==> src/rtl/adc128s022_responder_if.sv <==
// Serial link between an ADC128S022 master and the responder.
interface adc128s022_responder_if;
   logic CS_N;
   logic SCLK;
   logic SADDR;
   logic SDAT;

   modport master (output CS_N, output SCLK, output SADDR, input SDAT);
   modport slave  (input CS_N, input SCLK, input SADDR, output SDAT);
endinterface

==> src/rtl/adc128s022_responder.sv <==
// ADC128S022 responder: emulates the ADC side of the serial link.
// Returns 12-bit samples from a fabric-written register file and captures the
// channel address for the following frame.
module adc128s022_responder #(
   parameter int unsigned SYNC_STAGES = 2
) (
   input  logic                   clock,
   input  logic                   reset_n,
   adc128s022_responder_if.slave  adc,
   input  logic                   ch_wr_en,
   input  logic [2:0]             ch_wr_addr,
   input  logic [11:0]            ch_wr_data,
   output logic [2:0]             cur_channel,
   output logic                   frame_done,
   output logic [15:0]            frame_count
);

   typedef enum logic [1:0] {WAIT_IDLE, IDLE, FRAME} state_t;

   state_t state, state_next;

   logic [SYNC_STAGES-1:0] cs_sync, sclk_sync, saddr_sync;
   logic cs_d, sclk_d;
   logic cs, sclk, saddr;
   logic cs_fall, cs_rise, sclk_fall, sclk_rise;
   logic start_frame, in_frame;

   logic [11:0] sample [8];
   logic [11:0] load_value;
   logic [15:0] shift;
   logic [4:0]  rise_cnt;
   logic [2:0]  addr_cap;
   logic        sdat_q;

   assign cs    = cs_sync[SYNC_STAGES-1];
   assign sclk  = sclk_sync[SYNC_STAGES-1];
   assign saddr = saddr_sync[SYNC_STAGES-1];

   assign cs_fall   = cs_d & ~cs;
   assign cs_rise   = ~cs_d & cs;
   assign sclk_fall = sclk_d & ~sclk;
   assign sclk_rise = ~sclk_d & sclk;

   // Synchronize the asynchronous master pins and register them for edge detection.
   always_ff @(posedge clock) begin
      if (!reset_n) begin
         cs_sync    <= '0;
         sclk_sync  <= '0;
         saddr_sync <= '0;
         cs_d       <= 1'b0;
         sclk_d     <= 1'b0;
      end else begin
         cs_sync    <= {cs_sync[SYNC_STAGES-2:0], adc.CS_N};
         sclk_sync  <= {sclk_sync[SYNC_STAGES-2:0], adc.SCLK};
         saddr_sync <= {saddr_sync[SYNC_STAGES-2:0], adc.SADDR};
         cs_d       <= cs;
         sclk_d     <= sclk;
      end
   end

   // Sample register file written from fabric.
   always_ff @(posedge clock) begin
      if (!reset_n) begin
         for (int unsigned i = 0; i < 8; i++) sample[i] <= '0;
      end else if (ch_wr_en) begin
         sample[ch_wr_addr] <= ch_wr_data;
      end
   end

   // A write to the converted channel in the frame-start cycle is forwarded.
   assign load_value = (ch_wr_en && (ch_wr_addr == cur_channel)) ? ch_wr_data
                                                                  : sample[cur_channel];

   // FSM state register.
   always_ff @(posedge clock) begin
      if (!reset_n) state <= WAIT_IDLE;
      else          state <= state_next;
   end

   // Next-state logic; a CS_N rise in FRAME masks any coincident SCLK edge.
   always_comb begin
      state_next  = state;
      start_frame = 1'b0;
      in_frame    = 1'b0;
      case (state)
         WAIT_IDLE: if (cs) state_next = IDLE;
         IDLE: begin
            if (cs_fall) begin
               state_next  = FRAME;
               start_frame = 1'b1;
            end
         end
         FRAME: begin
            if (cs_rise) state_next = IDLE;
            else         in_frame   = 1'b1;
         end
         default: state_next = WAIT_IDLE;
      endcase
   end

   // Shift-out, address capture and frame completion bookkeeping.
   always_ff @(posedge clock) begin
      if (!reset_n) begin
         shift       <= '0;
         rise_cnt    <= '0;
         addr_cap    <= '0;
         cur_channel <= '0;
         frame_done  <= 1'b0;
         frame_count <= '0;
         sdat_q      <= 1'b0;
      end else begin
         frame_done <= 1'b0;
         sdat_q     <= (state == FRAME) & shift[15];
         if (start_frame) begin
            shift    <= {4'b0000, load_value};
            rise_cnt <= '0;
            addr_cap <= '0;
         end else if (in_frame) begin
            if (sclk_fall) shift <= {shift[14:0], 1'b0};
            if (sclk_rise && (rise_cnt < 5'd16)) begin
               rise_cnt <= rise_cnt + 5'd1;
               case (rise_cnt)
                  5'd2:  addr_cap[2] <= saddr;
                  5'd3:  addr_cap[1] <= saddr;
                  5'd4:  addr_cap[0] <= saddr;
                  5'd15: begin
                     cur_channel <= addr_cap;
                     frame_done  <= 1'b1;
                     frame_count <= frame_count + 16'd1;
                  end
                  default: ;
               endcase
            end
         end
      end
   end

   assign adc.SDAT = sdat_q;

endmodule

==> src/flat_wrapper.sv <==
// flat-port wrapper written by rule: the top's interface ports become plain ports
module adc128s022_responder_flat 
#(
   parameter int unsigned SYNC_STAGES = 2
)
  (clock, reset_n, ch_wr_en, ch_wr_addr, ch_wr_data, cur_channel, frame_done, frame_count, adc_CS_N, adc_SCLK, adc_SADDR, adc_SDAT);
  adc128s022_responder_if adc_i ();
  input  logic clock;
  input  logic reset_n;
  input  logic ch_wr_en;
  input  logic [2:0] ch_wr_addr;
  input  logic [11:0] ch_wr_data;
  output logic [2:0] cur_channel;
  output logic frame_done;
  output logic [15:0] frame_count;
  input wire logic [$bits(adc_i.CS_N)-1:0] adc_CS_N;
  input wire logic [$bits(adc_i.SCLK)-1:0] adc_SCLK;
  input wire logic [$bits(adc_i.SADDR)-1:0] adc_SADDR;
  output wire logic [$bits(adc_i.SDAT)-1:0] adc_SDAT;
  assign adc_i.CS_N = adc_CS_N;
  assign adc_i.SCLK = adc_SCLK;
  assign adc_i.SADDR = adc_SADDR;
  assign adc_SDAT = adc_i.SDAT;
  adc128s022_responder #(.SYNC_STAGES(SYNC_STAGES)) u_core (.clock(clock), .reset_n(reset_n), .adc(adc_i), .ch_wr_en(ch_wr_en), .ch_wr_addr(ch_wr_addr), .ch_wr_data(ch_wr_data), .cur_channel(cur_channel), .frame_done(frame_done), .frame_count(frame_count));
endmodule
==> config.mk <==
export PLATFORM = sky130hd
export DESIGN_NAME = adc128s022_responder_flat
export DESIGN_NICKNAME = d
export VERILOG_FILES = /design/src/rtl/adc128s022_responder_if.sv /design/src/rtl/adc128s022_responder.sv /design/src/flat_wrapper.sv
export SDC_FILE = /design/constraint.sdc
export NUM_CORES = 1
export LEC_CHECK = 0
export ABC_AREA = 1
export CAP_MARGIN = 20
export CORE_UTILIZATION = 40
export CTS_CLUSTER_DIAMETER = 40
export DETAILED_ROUTE_END_ITERATION = 12
export SLEW_MARGIN = 10
export SYNTH_ARGS = -nofsm -noshare
export SYNTH_HDL_FRONTEND = slang
export SYNTH_SLANG_ARGS = --single-unit
==> constraint.sdc <==
create_clock -name clock -period 1.46 [get_ports clock]
set_input_delay 0.219 -clock clock [delete_from_list [all_inputs] [get_ports clock]]
set_output_delay 0.219 -clock clock [all_outputs]
set_load 0.01 [all_outputs]
==> results of run 1 <==
==> registers in the layout (all words and copies together), names as in the netlist, named ones only <==
name,flops
u_core.adc.SDAT,1
u_core.addr_cap,3
u_core.saddr_sync,2
u_core.shift,16
u_core.frame_done,1
u_core.sclk_sync,2
u_core.state,2
u_core.sample,96
u_core.cs_d,1
u_core.cur_channel,3
u_core.frame_count,16
u_core.sclk_d,1
u_core.cs_sync,2
u_core.rise_cnt,5
==> area by class of cell <==
cell class              instances  area, µm²
fillers                      1550       7700
flip-flops and latches        154       4060
multi-input cells             571       2890
repair buffers                128       1420
clock buffers                  22        484
inverters                      83        330
well taps                     225        282
clock inverters                10        164
repair inverters                1       16.3
==> worst paths after layout <==
| path | slack (ns) | cells past startpoint | to | from |
|---|---|---|---|---|
| setup / recovery | -0.09 | 9 | u_core.frame_count[14] | u_core.rise_cnt[0] |
| hold / removal | 0.31 | 3 | u_core.sclk_sync[0] | adc_SCLK |
| setup reg to reg | -0.09 | 9 | u_core.frame_count[14] | u_core.rise_cnt[0] |
| hold reg to reg | 0.41 | 2 | u_core.cs_sync[1] | u_core.cs_sync[0] |
==> cells by family (layout without fill, tap and decap cells) <==
group	after synthesis	in the layout
compound gates	99	99
simple gates	465	466
flops	154	154
buf+inv	119	244
fa+ha+maj	5	5
xor+xnor	1	1
==> metal layers <==
layer / global-route usage / part of all wire / vias to the layer above
li1: - / - / 2983
met1: 0.305 / 0.44 / 2858
met2: 0.371 / 0.49 / 194
met3: 0.0441 / 0.061 / 26
met4: 0.0730 / 0.015 / 0
met5: 0 / 0 / -
==> placed cells by master, fill, tap and decap left out, types with 5 or more instances in the layout <==
| cell | Yosys | routed |
|---|---|---|
| a21oi_1 | 42 | 29 |
| a21oi_2 | 0 | 13 |
| buf_12 | 1 | 27 |
| buf_4 | 4 | 55 |
| clkbuf_16 | 0 | 19 |
| clkdlybuf4s50_1 | 0 | 19 |
| dfxtp_1 | 58 | 44 |
| dfxtp_2 | 0 | 13 |
| dlygate4sd2_1 | 0 | 21 |
| edfxtp_1 | 96 | 96 |
| inv_1 | 79 | 75 |
| nand2_1 | 176 | 159 |
| nand2_2 | 5 | 14 |
| nand2_4 | 2 | 9 |
| nand3_1 | 77 | 69 |
| nand3_2 | 0 | 8 |
| nand4_1 | 6 | 6 |
| nor2_1 | 179 | 169 |
| nor2_2 | 2 | 9 |
| nor3_1 | 10 | 5 |
| nor3_2 | 1 | 5 |
| o21ai_0 | 45 | 36 |
| o21ai_1 | 10 | 15 |
==> power breakdown <==
part,switching [mW],internal [mW]
combinational,0.380,0.262
sequential,0.0546,4.80
clock,1.80,3.05
==> stage by stage <==
stage | power [mW] | setup WS [ns] | utilization
after floorplan | 5.18 | -0.00307 | -
after global placement | 5.54 | -0.309 | 0.491
after detailed placement | 5.55 | -0.284 | 0.491
after CTS | 10.3 | -0.146 | 0.544
after global routing | 10.6 | -0.134 | 0.556
final | 10.3 | -0.0921 | 0.556
==> critical path: stages, from the launching register on <==
cell	delay, ns
dfxtp_2	0.36
ha_4	0.16
inv_4	0.04
nor3_4	0.16
ha_4	0.21
nand2_8	0.09
buf_12	0.16
buf_12	0.15
nand2_4	0.05
a21oi_2	0.04
==> timing repair <==
action                                  4_1_cts  5_1_grt
gates cloned                                  2        3
resized for setup                            80       45
hold buffers                                  0        0
buffers inserted                              5        3
endpoints found under the setup margin       46       40
pin swaps                                    15       16
==> summary.md, run 1 <==
| Metric | Value |
|---|---|
| Clock tree buffer depth | 2 |
| Via count | 6061 |
| Failing checks | negative setup slack |
| Ys async rst share | 0 |
| Post-route ant nets | 0 |
| CTS root buffer | clkbuf_16 |
| Drt wl/cell | 17.0 µm |
| Dominant cells by area after synthesis | edfxtp_1 (40%), dfxtp_1 (16%), nor2_1 (9.4%) |
| Clk_lat worst skew | 0.43 ns |
| Reg clk slew, reported paths | 0.06 ns |
| Largest net degree at the start of global routing | 49 |
| H-tree depth | 4 |
| Post-synth EDFFs | 96 |
| Synth-to-layout area growth | 35.5% |
| Most frequent cell after synthesis | nor2_1 |
| Max cap viols | 0 |
| Skew final | 0.00726 ns |
| Leakage | 4.05 nW |
| Post-DP HPWL | 13100 µm |
| Fin nets | 982 |
| CP Class | register to register |
| Synth area leader | edfxtp_1 |
| PortBufs | 41 |
| Slew headroom | 0.656 |
| Num CTS Buffers | 17 |
| I/O Pins | 42 |
| Critical Path RT | 1.77 ns |
| Initial antenna violation count | 0 |
| Fmax | 644 MHz |
| Die ar. | 18400 µm² |
| Worst VDD drop | 0.647 mV |
| Grt ovf | 0 |
| Die span in x | 135 µm |
| Post-route setup TNS | -0.829 ns |
| Largest family of logic cells by synthesized area | simple AND/OR/NAND/NOR gates |
| Ys Warns | 0 |
| Mux share of post-synthesis cell area | 0 |
| First-pass GRT wire length | 30900 µm |
| Hold Path Class | primary input to register |
| Gr usage total | 0.228 |
| Minimum clock period | 1.55 ns |
| 1st-iter DRT viols | 557 |
| Cell count after placement | 1149 |
| Synth cell types | 33 |
| Simple-Gate Fraction of Synth Area | 0.279 |
| Hold Vio Cnt, Final | 0 |
| Detailed-route wire length | 20300 µm |
| Pwr dens | 1070 nW/µm² |
| Final cell count without fillers | 1194 |
| XOR/XNOR share of the synthesized area | 0.00123 |
| Mapped Cells | 843 |
| Clk sink count | 154 |
| Core Region | 17400 µm² |
| Post-Synth Adder-Cell Area | 0.00878 |
| DRC violations left | 0 |
| Placed cell area | 8520 µm² |
| Commonest cells in the netlist | nor2_1 (179), nand2_1 (176), edfxtp_1 (96), inv_1 (79), nand3_1 (77) |
| Synth Area in Compound Gates | 0.0702 |
| Crit path launch type | register |
| Final Cycle Share | 1.06 |
| CP endpoint kind | register |
| Status | finished, violations left |
| Hold slack | 0.307 ns |
| Post-Syn Area | 7130 µm² |
| CTS tree | yes |
| Final GP Congestion | 0.841 |
| Ratio of cells with drive above 1 in the final layout | 0.223 |
| Ant diodes | 0 |
| Vias per cell | 5.08 |
| Final Worst Setup Slack | -0.0921 ns |
| FF+latch count, synth | 154 |
| Yosys top cell area share | 0.404 |
| Crit-path max FO | 7 |
| Post-Syn Nets | 869 |
| Final slew viol count | 0 |
| Arrival @ worst endpoint | 1.86 ns |
| Vias in the first global route | 5677 |
| Seq/Total Area, Yosys | 0.567 |
| Rows | 48 |
| Mean post-synth cell area | 8.45 µm² |
| Final setup vio count | 18 |
| Starting Density | 0.411 |
| Top_reg_cell synth | edfxtp_1 |
| Pre-antenna DRT Iters | 5 |
| Die height | 135 µm |
| RSZ-0062 raised after global routing | yes |
| Post-route cell area | 9660 µm² |
| Slew @ Worst Pin | 0.515 ns |
(Power assumes the default switching activity.)
==> inputs of run 2 (changes only) <==
--- a/config.mk
+++ b/config.mk
@@ -7,8 +7,8 @@
 export LEC_CHECK = 0
 export ABC_AREA = 1
 export CAP_MARGIN = 20
+export CORE_ASPECT_RATIO = 0.6
 export CORE_UTILIZATION = 40
-export CTS_CLUSTER_DIAMETER = 40
 export DETAILED_ROUTE_END_ITERATION = 12
 export SLEW_MARGIN = 10
 export SYNTH_ARGS = -nofsm -noshare
==> constraint.sdc (replaced) <==
create_clock -name clock -period 1.8 [get_ports clock]
set_input_delay 0.27 -clock clock [delete_from_list [all_inputs] [get_ports clock]]
set_output_delay 0.27 -clock clock [all_outputs]
set_load 0.01 [all_outputs]
==> run 2 against run 1 <==
Against the previous run: the flow now finishes without violations; total power fell by 24%; highest routed layer unchanged; combinational power is 32% lower; critical path depth decreased by 8; clock power shrank 29%; register-to-register slack improved by 0.22 ns; critical path type is now register to output pin.
==> summary.md, run 2 (same netlist as run 1, synthesis figures left out) <==
| Metric | Value |
|---|---|
| Post-CTS Setup Inserts | 0 |
| Post-route ant nets | 0 |
| Hold slack | 0.381 ns |
| Die span in x | 174 µm |
| Commonest non-fill, non-tap cell in the layout | nor2_1 |
| Status | finished, final reports clean |
| Global Route met1 Usage | 0.347 |
| Slew headroom | 0.712 |
| Final slew viol count | 0 |
| Fin nets | 938 |
| Synth-to-layout area growth | 21.6% |
| Core Region | 17300 µm² |
| Minimum clock period | 1.77 ns |
| Critical Path RT | 1.53 ns |
| CTS tree | yes |
| Initial antenna violation count | 0 |
| GR peak layer | met1 |
| Biggest register | u_core.sample |
| First-pass GRT wire length | 29700 µm |
| PortBufs | 41 |
| Pre-antenna DRT Iters | 5 |
| Grt ovf | 0 |
| GR Util met3 | 0.0476 |
| Hold Path Class | primary input to register |
| Reg clk slew, reported paths | 0.07 ns |
| Rows | 37 |
| Final Worst Setup Slack | 0.0267 ns |
| Clk_lat worst skew | 0.43 ns |
| Max reg flops | 96 |
| Vias per cell | 5.06 |
| CTS resizes | 0 |
| Worst VDD drop | 0.548 mV |
| Clk sink count | 154 |
| Buf/Inv on CP | 1 |
| Ant diodes | 0 |
| Num CTS Buffers | 17 |
| Crit path launch type | register |
| Via count | 5851 |
| Filler Cell Count | 1660 |
| Final Cycle Share | 0.985 |
| Slew @ Worst Pin | 0.432 ns |
| Worst path top cell family by delay | buffers and inverters |
| Clock tree buffer depth | 2 |
| Skew final | 0.0116 ns |
| CP endpoint kind | output pin |
| Critical path's largest stage delay | 0.61 ns |
| GRT met2 Usage | 0.273 |
| Crit-path max FO | 6 |
| Fmax | 564 MHz |
| Leakage | 3.50 nW |
| Placed cell area | 8090 µm² |
| Arrival @ worst endpoint | 1.50 ns |
| Drt wl/cell | 16.2 µm |
| Final setup vio count | 0 |
| CTS Hold Bufs | 0 |
| DRC violations left | 0 |
| Post-route cell area | 8660 µm² |
| Starting Density | 0.413 |
| Most frequent cells in the layout | nor2_1 (179), nand2_1 (176), edfxtp_1 (96), inv_1 (79), nand3_1 (77) |
| Pwr dens | 904 nW/µm² |
| Die ar. | 18400 µm² |
| Largest net degree at the start of global routing | 37 |
| Hold Vio Cnt, Final | 0 |
| Max cap viols | 0 |
| Final GP Congestion | 0.858 |
| Cell Chain, Critical Path | clkdlybuf4s50_1 |
| 1st-iter DRT viols | 726 |
| Gr usage total | 0.213 |
| I/O Pins | 42 |
| Worst slack, placed | -0.0486 ns |
| CP Class | register to output pin |
| Biggest regs | u_core.sample (96), u_core.frame_count (16), u_core.shift (16) |
| Vias in the first global route | 5330 |
| CTS root buffer | clkbuf_16 |
| Post-DP HPWL | 13200 µm |
| Ratio of cells with drive above 1 in the final layout | 0.102 |
| Die height | 105 µm |
| Detailed-route wire length | 18700 µm |
| H-tree depth | 4 |
| CP max stage cell | clkdlybuf4s50_1 |
[run 2: cell count changes in the layout (fill, tap and decap cells not counted), sizes merged]
cell	change
buf	-40
bufinv	-2
clkbuf	-6
clkdlybuf4s50	+22
clkinv	+2
clkinvlp	-1
dlygate4sd2	-21
dlymetal6s2s	-1
inv	+2
nand2	-1
[run 2: power breakdown]
| group | internal (mW) | switching [mW] | total, mW |
|---|---|---|---|
| clock network | 2.02 | 1.44 | 3.46 |
| registers | 3.89 | 0.0448 | 3.94 |
| logic | 0.159 | 0.275 | 0.434 |
[run 2: metrics by stage]
stage | setup TNS, ns | total power, mW | cells | utilization
floorplan | 0 | 4.20 | 843 | -
global placement | -1.08 | 4.44 | 1127 | 0.469
detailed placement | -1.16 | 4.44 | 1127 | 0.469
CTS | 0 | 7.89 | 1157 | 0.501
global route | -0.00338 | 8.07 | 1157 | 0.502
finish | 0 | 7.83 | 1157 | 0.502
[run 2: cell type report]
| type | instances | area [µm²] | area share |
|---|---|---|---|
| multi-input cells | 570 | 2570 | 0.297 |
| inverters | 83 | 324 | 0.0374 |
| clock inverters | 12 | 126 | 0.0146 |
| flip-flops and latches | 154 | 4050 | 0.467 |
| well taps | 234 | 293 | 0.0338 |
| repair buffers | 86 | 873 | 0.101 |
| clock buffers | 18 | 429 | 0.0495 |
[run 2: routing by layer]
layer / vias to the layer above / part of all wire
li1: 2886 / -
met1: 2737 / 0.53
met2: 217 / 0.38
met3: 11 / 0.078
met4: 0 / 0.0065
met5: - / 0
[run 2: worst paths after layout]
kind | from | end | slack, ns | cells after the start
setup / recovery | u_core.frame_count[5] | frame_count[5] | 0.03 | 1
hold / removal | adc_SCLK | u_core.sclk_sync[0] | 0.38 | 3
setup reg to reg | register | u_core.shift[1] | 0.13 | 7
hold reg to reg | u_core.saddr_sync[0] | u_core.saddr_sync[1] | 0.41 | 2
